<file path="config.mk">
export PLATFORM = sky130hd
export DESIGN_NAME = uart_frame_gen_flat
export DESIGN_NICKNAME = d
export VERILOG_FILES = /design/src/rtl/uart_frame_gen_if.sv /design/src/rtl/uart_frame_gen.sv /design/src/flat_wrapper.sv
export SDC_FILE = /design/constraint.sdc
export NUM_CORES = 1
export LEC_CHECK = 0
export CORE_MARGIN = 2
export CORE_UTILIZATION = 45
export CTS_BUF_LIST = sky130_fd_sc_hd__clkbuf_4 sky130_fd_sc_hd__clkbuf_8
export CTS_CLUSTER_DIAMETER = 120
export DETAILED_ROUTE_END_ITERATION = 7
export PLACE_DENSITY = 0.69
export SKIP_CTS_REPAIR_TIMING = 1
export SLEW_MARGIN = 20
export SYNTH_ARGS = -nofsm -noshare
export SYNTH_HDL_FRONTEND = slang
export SYNTH_SLANG_ARGS = --single-unit
</file>
<file path="constraint.sdc">
create_clock -name CLK -period 3 [get_ports CLK]
set_input_delay 0.75 -clock CLK [delete_from_list [all_inputs] [get_ports CLK]]
set_output_delay 0.75 -clock CLK [all_outputs]
set_load 0.05 [all_outputs]
</file>
<file path="src/rtl/uart_frame_gen_if.sv">
// uart_frame_gen_if: frame request channel (valid/ready handshake plus per-frame payload and format controls); master drives requests, slave accepts them
interface uart_frame_gen_if #(
  parameter int DATA_WIDTH = 8
);
  logic                  FRAME_VALID;
  logic                  FRAME_READY;
  logic [DATA_WIDTH-1:0] FRAME_DATA;
  logic                  PAR_EN;
  logic                  PAR_TYP;
  logic                  STOP2;
  logic                  ERR_PAR;
  logic                  ERR_STOP;
  modport master (
    output FRAME_VALID, FRAME_DATA, PAR_EN, PAR_TYP, STOP2, ERR_PAR, ERR_STOP,
    input  FRAME_READY
  );
  modport slave (
    input  FRAME_VALID, FRAME_DATA, PAR_EN, PAR_TYP, STOP2, ERR_PAR, ERR_STOP,
    output FRAME_READY
  );
endinterface

</file>
<file path="src/rtl/uart_frame_gen.sv">
// uart_frame_gen: UART frame generator; CLK/RST (sync, active-high), BIT_CYCLES/GAP_CYCLES timing, req frame channel, TX_OUT serial line, BUSY, DONE end-of-frame pulse
module uart_frame_gen #(
  parameter int DATA_WIDTH = 8,
  parameter int CNT_WIDTH  = 8
) (
  input  logic                 CLK,
  input  logic                 RST,
  input  logic [CNT_WIDTH-1:0] BIT_CYCLES,
  input  logic [CNT_WIDTH-1:0] GAP_CYCLES,
  uart_frame_gen_if.slave      req,
  output logic                 TX_OUT,
  output logic                 BUSY,
  output logic                 DONE
);
  localparam int IW = $clog2(DATA_WIDTH);
  localparam logic [IW-1:0] LAST = IW'(DATA_WIDTH - 1);
  typedef enum logic [2:0] {IDLE, START, DATA, PARITY, STOP, GAP} state_t;
  state_t                state_q, state_d;
  logic [CNT_WIDTH-1:0]  bit_cnt_q, bit_cnt_d, gap_cnt_q, gap_cnt_d;
  logic [CNT_WIDTH-1:0]  bits_q, bits_d, gap_q, gap_d;
  logic [IW-1:0]         idx_q, idx_d;
  logic [DATA_WIDTH-1:0] data_q, data_d;
  logic                  stop_q, stop_d;
  logic                  par_en_q, par_en_d, par_typ_q, par_typ_d, stop2_q, stop2_d;
  logic                  err_par_q, err_par_d, err_stop_q, err_stop_d;
  logic                  tx_q, tx_d;
  logic                  accept, bit_end, last_stop;
  assign req.FRAME_READY = state_q == IDLE && !RST;
  assign accept          = req.FRAME_VALID && req.FRAME_READY;
  assign bit_end         = bit_cnt_q == bits_q - 1'b1;
  assign last_stop       = stop_q == stop2_q;
  assign DONE            = state_q == STOP && bit_end && last_stop && !RST;
  assign BUSY            = state_q != IDLE;
  assign TX_OUT          = tx_q;
  always_comb begin
    state_d    = state_q;
    bit_cnt_d  = bit_end ? '0 : bit_cnt_q + 1'b1;
    gap_cnt_d  = '0;
    idx_d      = idx_q;
    stop_d     = stop_q;
    data_d     = data_q;
    bits_d     = bits_q;
    gap_d      = gap_q;
    par_en_d   = par_en_q;
    par_typ_d  = par_typ_q;
    stop2_d    = stop2_q;
    err_par_d  = err_par_q;
    err_stop_d = err_stop_q;
    case (state_q)
      IDLE: begin
        bit_cnt_d = '0;
        if (accept) begin
          state_d    = START;
          idx_d      = '0;
          stop_d     = 1'b0;
          data_d     = req.FRAME_DATA;
          par_en_d   = req.PAR_EN;
          par_typ_d  = req.PAR_TYP;
          stop2_d    = req.STOP2;
          err_par_d  = req.ERR_PAR;
          err_stop_d = req.ERR_STOP;
          bits_d     = BIT_CYCLES == '0 ? CNT_WIDTH'(1) : BIT_CYCLES;
          gap_d      = GAP_CYCLES;
        end
      end
      START: if (bit_end) state_d = DATA;
      DATA: if (bit_end) begin
        idx_d = idx_q + 1'b1;
        if (idx_q == LAST) state_d = par_en_q ? PARITY : STOP;
      end
      PARITY: if (bit_end) state_d = STOP;
      STOP: if (bit_end) begin
        stop_d = 1'b1;
        if (last_stop) state_d = gap_q != '0 ? GAP : IDLE;
      end
      GAP: begin
        bit_cnt_d = '0;
        gap_cnt_d = gap_cnt_q + 1'b1;
        if (gap_cnt_q == gap_q - 1'b1) begin
          state_d   = IDLE;
          gap_cnt_d = '0;
        end
      end
      default: state_d = IDLE;
    endcase
    // TX is registered, so it is derived from the state being entered
    tx_d = state_d == START  ? 1'b0 :
           state_d == DATA   ? data_d[idx_d] :
           state_d == PARITY ? ^data_d ^ par_typ_d ^ err_par_d :
           state_d == STOP   ? stop_d || !err_stop_d : 1'b1;
  end
  always_ff @(posedge CLK) begin
    if (RST) begin
      state_q    <= IDLE;
      tx_q       <= 1'b1;
      bit_cnt_q  <= '0;
      gap_cnt_q  <= '0;
      idx_q      <= '0;
      stop_q     <= 1'b0;
      data_q     <= '0;
      bits_q     <= CNT_WIDTH'(1);
      gap_q      <= '0;
      par_en_q   <= 1'b0;
      par_typ_q  <= 1'b0;
      stop2_q    <= 1'b0;
      err_par_q  <= 1'b0;
      err_stop_q <= 1'b0;
    end else begin
      state_q    <= state_d;
      tx_q       <= tx_d;
      bit_cnt_q  <= bit_cnt_d;
      gap_cnt_q  <= gap_cnt_d;
      idx_q      <= idx_d;
      stop_q     <= stop_d;
      data_q     <= data_d;
      bits_q     <= bits_d;
      gap_q      <= gap_d;
      par_en_q   <= par_en_d;
      par_typ_q  <= par_typ_d;
      stop2_q    <= stop2_d;
      err_par_q  <= err_par_d;
      err_stop_q <= err_stop_d;
    end
  end
endmodule

</file>
<file path="src/flat_wrapper.sv">
// flat-port wrapper written by rule: the top's interface ports become plain ports
module uart_frame_gen_flat 
#(
  parameter int DATA_WIDTH = 8,
  parameter int CNT_WIDTH  = 8
)
  (CLK, RST, BIT_CYCLES, GAP_CYCLES, TX_OUT, BUSY, DONE, req_FRAME_VALID, req_FRAME_DATA, req_PAR_EN, req_PAR_TYP, req_STOP2, req_ERR_PAR, req_ERR_STOP, req_FRAME_READY);
  uart_frame_gen_if #(.DATA_WIDTH(DATA_WIDTH)) req_i ();
  input  logic CLK;
  input  logic RST;
  input  logic [CNT_WIDTH-1:0] BIT_CYCLES;
  input  logic [CNT_WIDTH-1:0] GAP_CYCLES;
  output logic TX_OUT;
  output logic BUSY;
  output logic DONE;
  input wire logic [$bits(req_i.FRAME_VALID)-1:0] req_FRAME_VALID;
  input wire logic [$bits(req_i.FRAME_DATA)-1:0] req_FRAME_DATA;
  input wire logic [$bits(req_i.PAR_EN)-1:0] req_PAR_EN;
  input wire logic [$bits(req_i.PAR_TYP)-1:0] req_PAR_TYP;
  input wire logic [$bits(req_i.STOP2)-1:0] req_STOP2;
  input wire logic [$bits(req_i.ERR_PAR)-1:0] req_ERR_PAR;
  input wire logic [$bits(req_i.ERR_STOP)-1:0] req_ERR_STOP;
  output wire logic [$bits(req_i.FRAME_READY)-1:0] req_FRAME_READY;
  assign req_i.FRAME_VALID = req_FRAME_VALID;
  assign req_i.FRAME_DATA = req_FRAME_DATA;
  assign req_i.PAR_EN = req_PAR_EN;
  assign req_i.PAR_TYP = req_PAR_TYP;
  assign req_i.STOP2 = req_STOP2;
  assign req_i.ERR_PAR = req_ERR_PAR;
  assign req_i.ERR_STOP = req_ERR_STOP;
  assign req_FRAME_READY = req_i.FRAME_READY;
  uart_frame_gen #(.DATA_WIDTH(DATA_WIDTH), .CNT_WIDTH(CNT_WIDTH)) u_core (.CLK(CLK), .RST(RST), .BIT_CYCLES(BIT_CYCLES), .GAP_CYCLES(GAP_CYCLES), .req(req_i), .TX_OUT(TX_OUT), .BUSY(BUSY), .DONE(DONE));
endmodule
</file>
* Word level (Yosys, flattened, before mapping)
Cells that the tools add are included.
Word-level totals: register bits after elaboration 53, output and inout bits 4, input port bits 32, word-level logic and storage cells 84
Cells by class: bitwise operators 3, equality and inequality tests 13, $add $sub $neg 5, multiplexer cells 32, order comparisons 1, reduce and logical (&&, ||, !) cells 16
Operators by type and width (number):
- 3-bit 2-to-1 mux | 12
- 8-bit 2-to-1 mux | 3
- 3-bit one-hot mux with 6 select lines | 1
- 8-bit by 1-bit adder with 8-bit output, second input constant | 2
- 8-bit == test | 2
- 8-bit by 1-bit subtractor with 8-bit output, second input constant | 2
- 1-bit 2-to-1 mux | 13
- 3-bit by 2-bit == test with 1-bit output, second input constant | 4
- 3-bit == test, second input constant | 4
- 8-bit zero test | 1
- 8-bit nonzero test | 1
- 8-bit parity | 1
- 3-bit by 1-bit == test with 1-bit output, second input constant | 2
- 3-bit one-hot mux with 2 select lines | 1
- 1-bit logical AND | 5
- 3-bit by 4-bit < comparator with 1-bit output, second input constant | 1
- 4-bit OR reduction | 1
- 3-bit by 1-bit adder with 3-bit output, second input constant | 1
- 1-bit binary-select mux with 3-bit select | 1
- 3-bit zero test | 1
- 3-bit nonzero test | 1
- 3-bit OR reduction | 1
- 1-bit zero test | 2
- 1-bit one-hot mux with 2 select lines | 1
- 5 further kinds | 6

* Longest topological paths before layout
depth after elaboration 11, gate-level depth with buffers 12, depth with buffers taken out 11

* Worst setup path after synthesis
No wires, ideal clock.
path type input to register, start point input RST, end point register u_core.tx_q (netlist: u_core.TX_OUT), required time 2.922 ns, path slack -1.288 ns, setup time 0.078 ns, cell stages on the path 7, arrival 4.210 ns, buffers on the path 0, cells stage by stage nor4_1 > nand2_1 > and2_1 > mux2i_1 > mux2_2 > a22o_1 > a32oi_1
Between the ends: cells in the longest elaborated chain, start to end 11, elaborated cells between the ends (all ways) 32, classes of those cells eq/ne: 4; mux: 20; bitwise: 2; reduce/logical: 6
Ends and longest elaborated chain:
- start: declaration | line flat_wrapper.sv:10 | input logic RST;
- 1-bit zero test | line uart_frame_gen.sv:28 | assign req.FRAME_READY = state_q == IDLE && !RST;
- 1-bit logical AND | line uart_frame_gen.sv:28
- 1-bit logical AND | line uart_frame_gen.sv:29 | assign accept = req.FRAME_VALID && req.FRAME_READY;
- 8-bit 2-to-1 mux or 1-bit 2-to-1 mux (tied branches) | line uart_frame_gen.sv:52 | if (accept) begin
- 8-bit 2-to-1 mux or 1-bit 2-to-1 mux (tied branches) | line uart_frame_gen.sv:49 | case (state_q)
- 8-bit parity or 1-bit zero test (tied branches) | line uart_frame_gen.sv:89, uart_frame_gen.sv:90
- 1-bit XOR or 1-bit logical OR (tied branches) | line uart_frame_gen.sv:89, uart_frame_gen.sv:90
- 1-bit XOR or 1-bit 2-to-1 mux (tied branches) | line uart_frame_gen.sv:89, uart_frame_gen.sv:90
- 1-bit 2-to-1 mux | line uart_frame_gen.sv:89 | state_d == PARITY ? ^data_d ^ par_typ_d ^ err_par_d :
- 1-bit 2-to-1 mux | line uart_frame_gen.sv:88 | state_d == DATA ? data_d[idx_d] :
- 1-bit 2-to-1 mux | line uart_frame_gen.sv:87 | tx_d = state_d == START ? 1'b0 :
- end signal: assignment | line uart_frame_gen.sv:110 | tx_q <= tx_d;
- end: declaration | line uart_frame_gen.sv:26 | logic tx_q, tx_d;
Several ways; a longest one is shown, not always the timed one. The select of a mux whose other input is x is not followed. A chain may end at the register's enable or synchronous reset.

* Worst setup path in the final report
start point register u_core.bits_q[0], end point output DONE
Between the ends: cells in the longest elaborated chain, start to end 5
Ends and longest elaborated chain:
- start: declaration | line uart_frame_gen.sv:20 | logic [CNT_WIDTH-1:0] bits_q, bits_d, gap_q, gap_d;
- start signal: assignment | line uart_frame_gen.sv:116 | bits_q <= bits_d;
- 8-bit by 1-bit subtractor with 8-bit output | line uart_frame_gen.sv:30 | assign bit_end = bit_cnt_q == bits_q - 1'b1;
- 8-bit == test | line uart_frame_gen.sv:30
- 1-bit logical AND (3 in series) | line uart_frame_gen.sv:32 | assign DONE = state_q == STOP && bit_end && last_stop && !RST;
- end: declaration | line flat_wrapper.sv:15 | output logic DONE;
No other way between the ends.

==> reports/summary.txt <==
Status = complete, but fails checks
Failing checks = negative setup slack
Clock Power Share = 25.3%
Count of different cell masters after synthesis = 50
Flops & latches, synth = 53
P_sw = 0.000479 W
DP Area = 3520 µm²
Critical path, cell by cell = inv_4, ha_4, and2_4, o21a_1, o31a_1, nor4b_4, nand4_1, nor3_4, buf_12
Worst vdd ir = 0.259 mV
Clk buf depth = 2
EDFF count, synth = 0
Worst hold path type = register to register
Detail-routed via count per cell = 5.37
Clock sinks = 53
Layout cells sized above 1 = 10.4%
CTS Root Cell = clkbuf_8
Sequential fraction of design power = 48.0%
Fin. Hold Viols = 0
Clk pin slew, worst setup/hold paths = 0.09 ns
Design Area, Final = 3680 µm²
Skew-Pair Late Insertion Delay = 0.30 ns
PD cells = 442 nW/µm²
Port bufs = 35
Leak pwr = 1.45 nW
Core box area = 6390 µm²
Max_cap viols = 0
Gate power share = 26.7%
CP endpoint kind = primary output
Synth Cell Area = 2980 µm²
Via count = 2633
Worst clock skew = 0.0122 ns
Post-Syn Instances = 370
Max incr delay on CP = 0.39 ns
Largest net degree at the start of global routing = 24
Layout area overhead = 23.3%
Ant diodes = 0
WP data required = 2.25 ns
Switching Share = 29.4%
P_int = 0.00115 W
Syn_nets = 409
TritonCTS clock tree = yes
Final Setup Violations = 1
Placer Congestion = 0.860
Slew Limit Fails = 0
Htree depth = 2
Sequential area share after synthesis = 35.6%
Detail Placement HPWL = 4900 µm
Fin crit share = 107%
Nets = 452
Cell Rows = 29
Area of the die = 7300 µm²
Avg Cell Area, Syn = 8.07 µm²
WL final = 6660 µm
Crit path time final = 3.21 ns
Top_reg_cell synth = dfxtp_1
Worst path slowest cell = dfxtp_4
Slew @ Worst Pin = 0.522 ns
Worst setup SP type = register
Grt ovf = 0
Ys Warns = 0
Die Width = 85.4 µm
Fin Hold WS = 0.476 ns
First-pass DRT Iterations = 4
Total GRT Usage = 19.0%
DRT iter0 DRCs = 161
Clock buffer count from CTS = 5
Setup WS post-layout = -0.205 ns
WS Path Type = register to primary output
First-pass GRT wire length = 11400 µm
Worst Path Arrival = 2.46 ns
Vias in the first global route = 2517
Die extent in y = 85.4 µm
Initial core utilization = 46.7%
Wire length per cell = 13.6 µm
IO Count = 36
WP buf/inv = 2
Slew Limit Headroom = 64.9%
Largest fanout on the critical path = 5
Unrepaired setup endpoints after global routing = true
Async SR Flop Fraction = 0%
Initial antenna violation count = 0
Crit path max-delay family = simple AND/OR/NAND/NOR gates
DRC Markers = 0
Post-DRT Antenna Nets = 0
Max Freq = 0.312 GHz
==> logic make-up (layout without fill, tap and decap cells) <==
group / count (synthesis) / count (layout) / synth area share [%]
simple gates: 176 / 176 / 29.3
flops: 53 / 53 / 35.6
xor+xnor: 51 / 51 / 15.0
compound gates: 49 / 49 / 11.0
buf+inv: 25 / 68 / 3.14
mux: 9 / 9 / 3.10
fa+ha+maj: 7 / 7 / 2.93
==> path summary, 6_finish.rpt <==
kind	startpoint	endpoint	slack, ns	cells past startpoint
worst max-delay path	u_core.bits_q[0]	DONE	-0.21	9
worst min-delay path	u_core.err_par_q	u_core.err_par_q	0.48	2
worst max register to register	u_core.bits_q[0]	u_core.TX_OUT	0.12	12
worst min register to register	u_core.err_par_q	u_core.err_par_q	0.48	2
==> final cells by class <==
cell class                      count  area (µm²)
Multi-Input combinational cell    292        1890
Sequential cell                    53        1070
Fill cell                         578        2710
Inverter                            8        32.5
Timing Repair Buffer               53         505
Clock buffer                        7        90.1
Tap cell                           77        96.3
==> flip-flops by register name, summed over array words and instances, names as in the netlist <==
| register | cells |
|---|---|
| u_core.state_q | 3 |
| u_core.bits_q | 8 |
| u_core.stop2_q | 1 |
| u_core.err_par_q | 1 |
| u_core.gap_q | 8 |
| u_core.stop_q | 1 |
| u_core.par_en_q | 1 |
| u_core.bit_cnt_q | 8 |
| u_core.TX_OUT | 1 |
| u_core.err_stop_q | 1 |
| u_core.gap_cnt_q | 8 |
| u_core.idx_q | 3 |
| u_core.data_q | 8 |
| u_core.par_typ_q | 1 |
==> worst register-to-register path: stages, from the launching register on <==
cell,delay (ns)
dfxtp_4,0.39
inv_4,0.05
ha_4,0.16
and2_4,0.16
o21a_1,0.16
o31a_1,0.28
nor4b_4,0.35
buf_4,0.18
nand3_4,0.13
mux2i_4,0.21
mux2_2,0.35
a22o_1,0.24
a32oi_1,0.18
==> synth_stat cells, types with 7 or more instances <==
master	number	share of area (%)
nand2_1	60	7.5
inv_1	7	0.88
xor2_1	22	6.5
o21ai_0	7	1.2
dfxtp_1	53	36
ha_1	7	2.9
nor2_1	33	4.2
xnor2_1	29	8.5
a21oi_1	14	2.3
clkbuf_1	15	1.9
mux2i_1	7	2.3
and2_1	8	1.7
nand3_1	30	5.0
==> layer usage <==
layer  global-route usage (%)  routed length (µm)  vias up
li1                         -                   -     1358
met2                     30.9                3090       38
met3                     3.40                 240        4
met5                        0                   0        -
met4                     5.05                  44        0
met1                     26.0                3290     1233
==> power groups by stage <==
stage | clock (W) | sequential [W] | combinational (W)
final | 0.000413 | 0.000781 | 0.000434
after global routing | 0.000454 | 0.000786 | 0.000479
after CTS | 0.000431 | 0.000780 | 0.000419
after detailed placement | 0 | 0.000797 | 0.000417
after global placement | 0 | 0.000794 | 0.000409
after floorplan | 0 | 0.000789 | 0.000285
==> metrics by stage <==
stage,setup slack (ns),util (%),power [W],TNS (ns),instances
6_report,-0.205,57.6,0.00163,-0.205,490
5_1_grt,-0.342,57.6,0.00172,-0.352,490
4_1_cts,-0.283,56.5,0.00163,-0.283,484
3_5_place_dp,0.0463,55.1,0.00121,0,477
3_3_place_gp,0.0892,55.1,0.00120,0,477
2_1_floorplan,-0.0108,-,0.00107,-0.0108,370
==> cells in the final DEF, fill, tap and decap left out, types with 6 or more instances in the layout <==
master / synthesis / routed
nand2_1: 60 / 60
dfxtp_1: 53 / 51
nor2_1: 33 / 33
clkdlybuf4s50_1: 0 / 33
nand3_1: 30 / 30
xnor2_1: 29 / 29
xor2_1: 22 / 22
buf_4: 0 / 18
a21oi_1: 14 / 14
and2_1: 8 / 7
o21ai_0: 7 / 7
mux2i_1: 7 / 6
ha_1: 7 / 6
clkbuf_8: 0 / 6
Note: power is estimated with default switching activity, not from simulation.
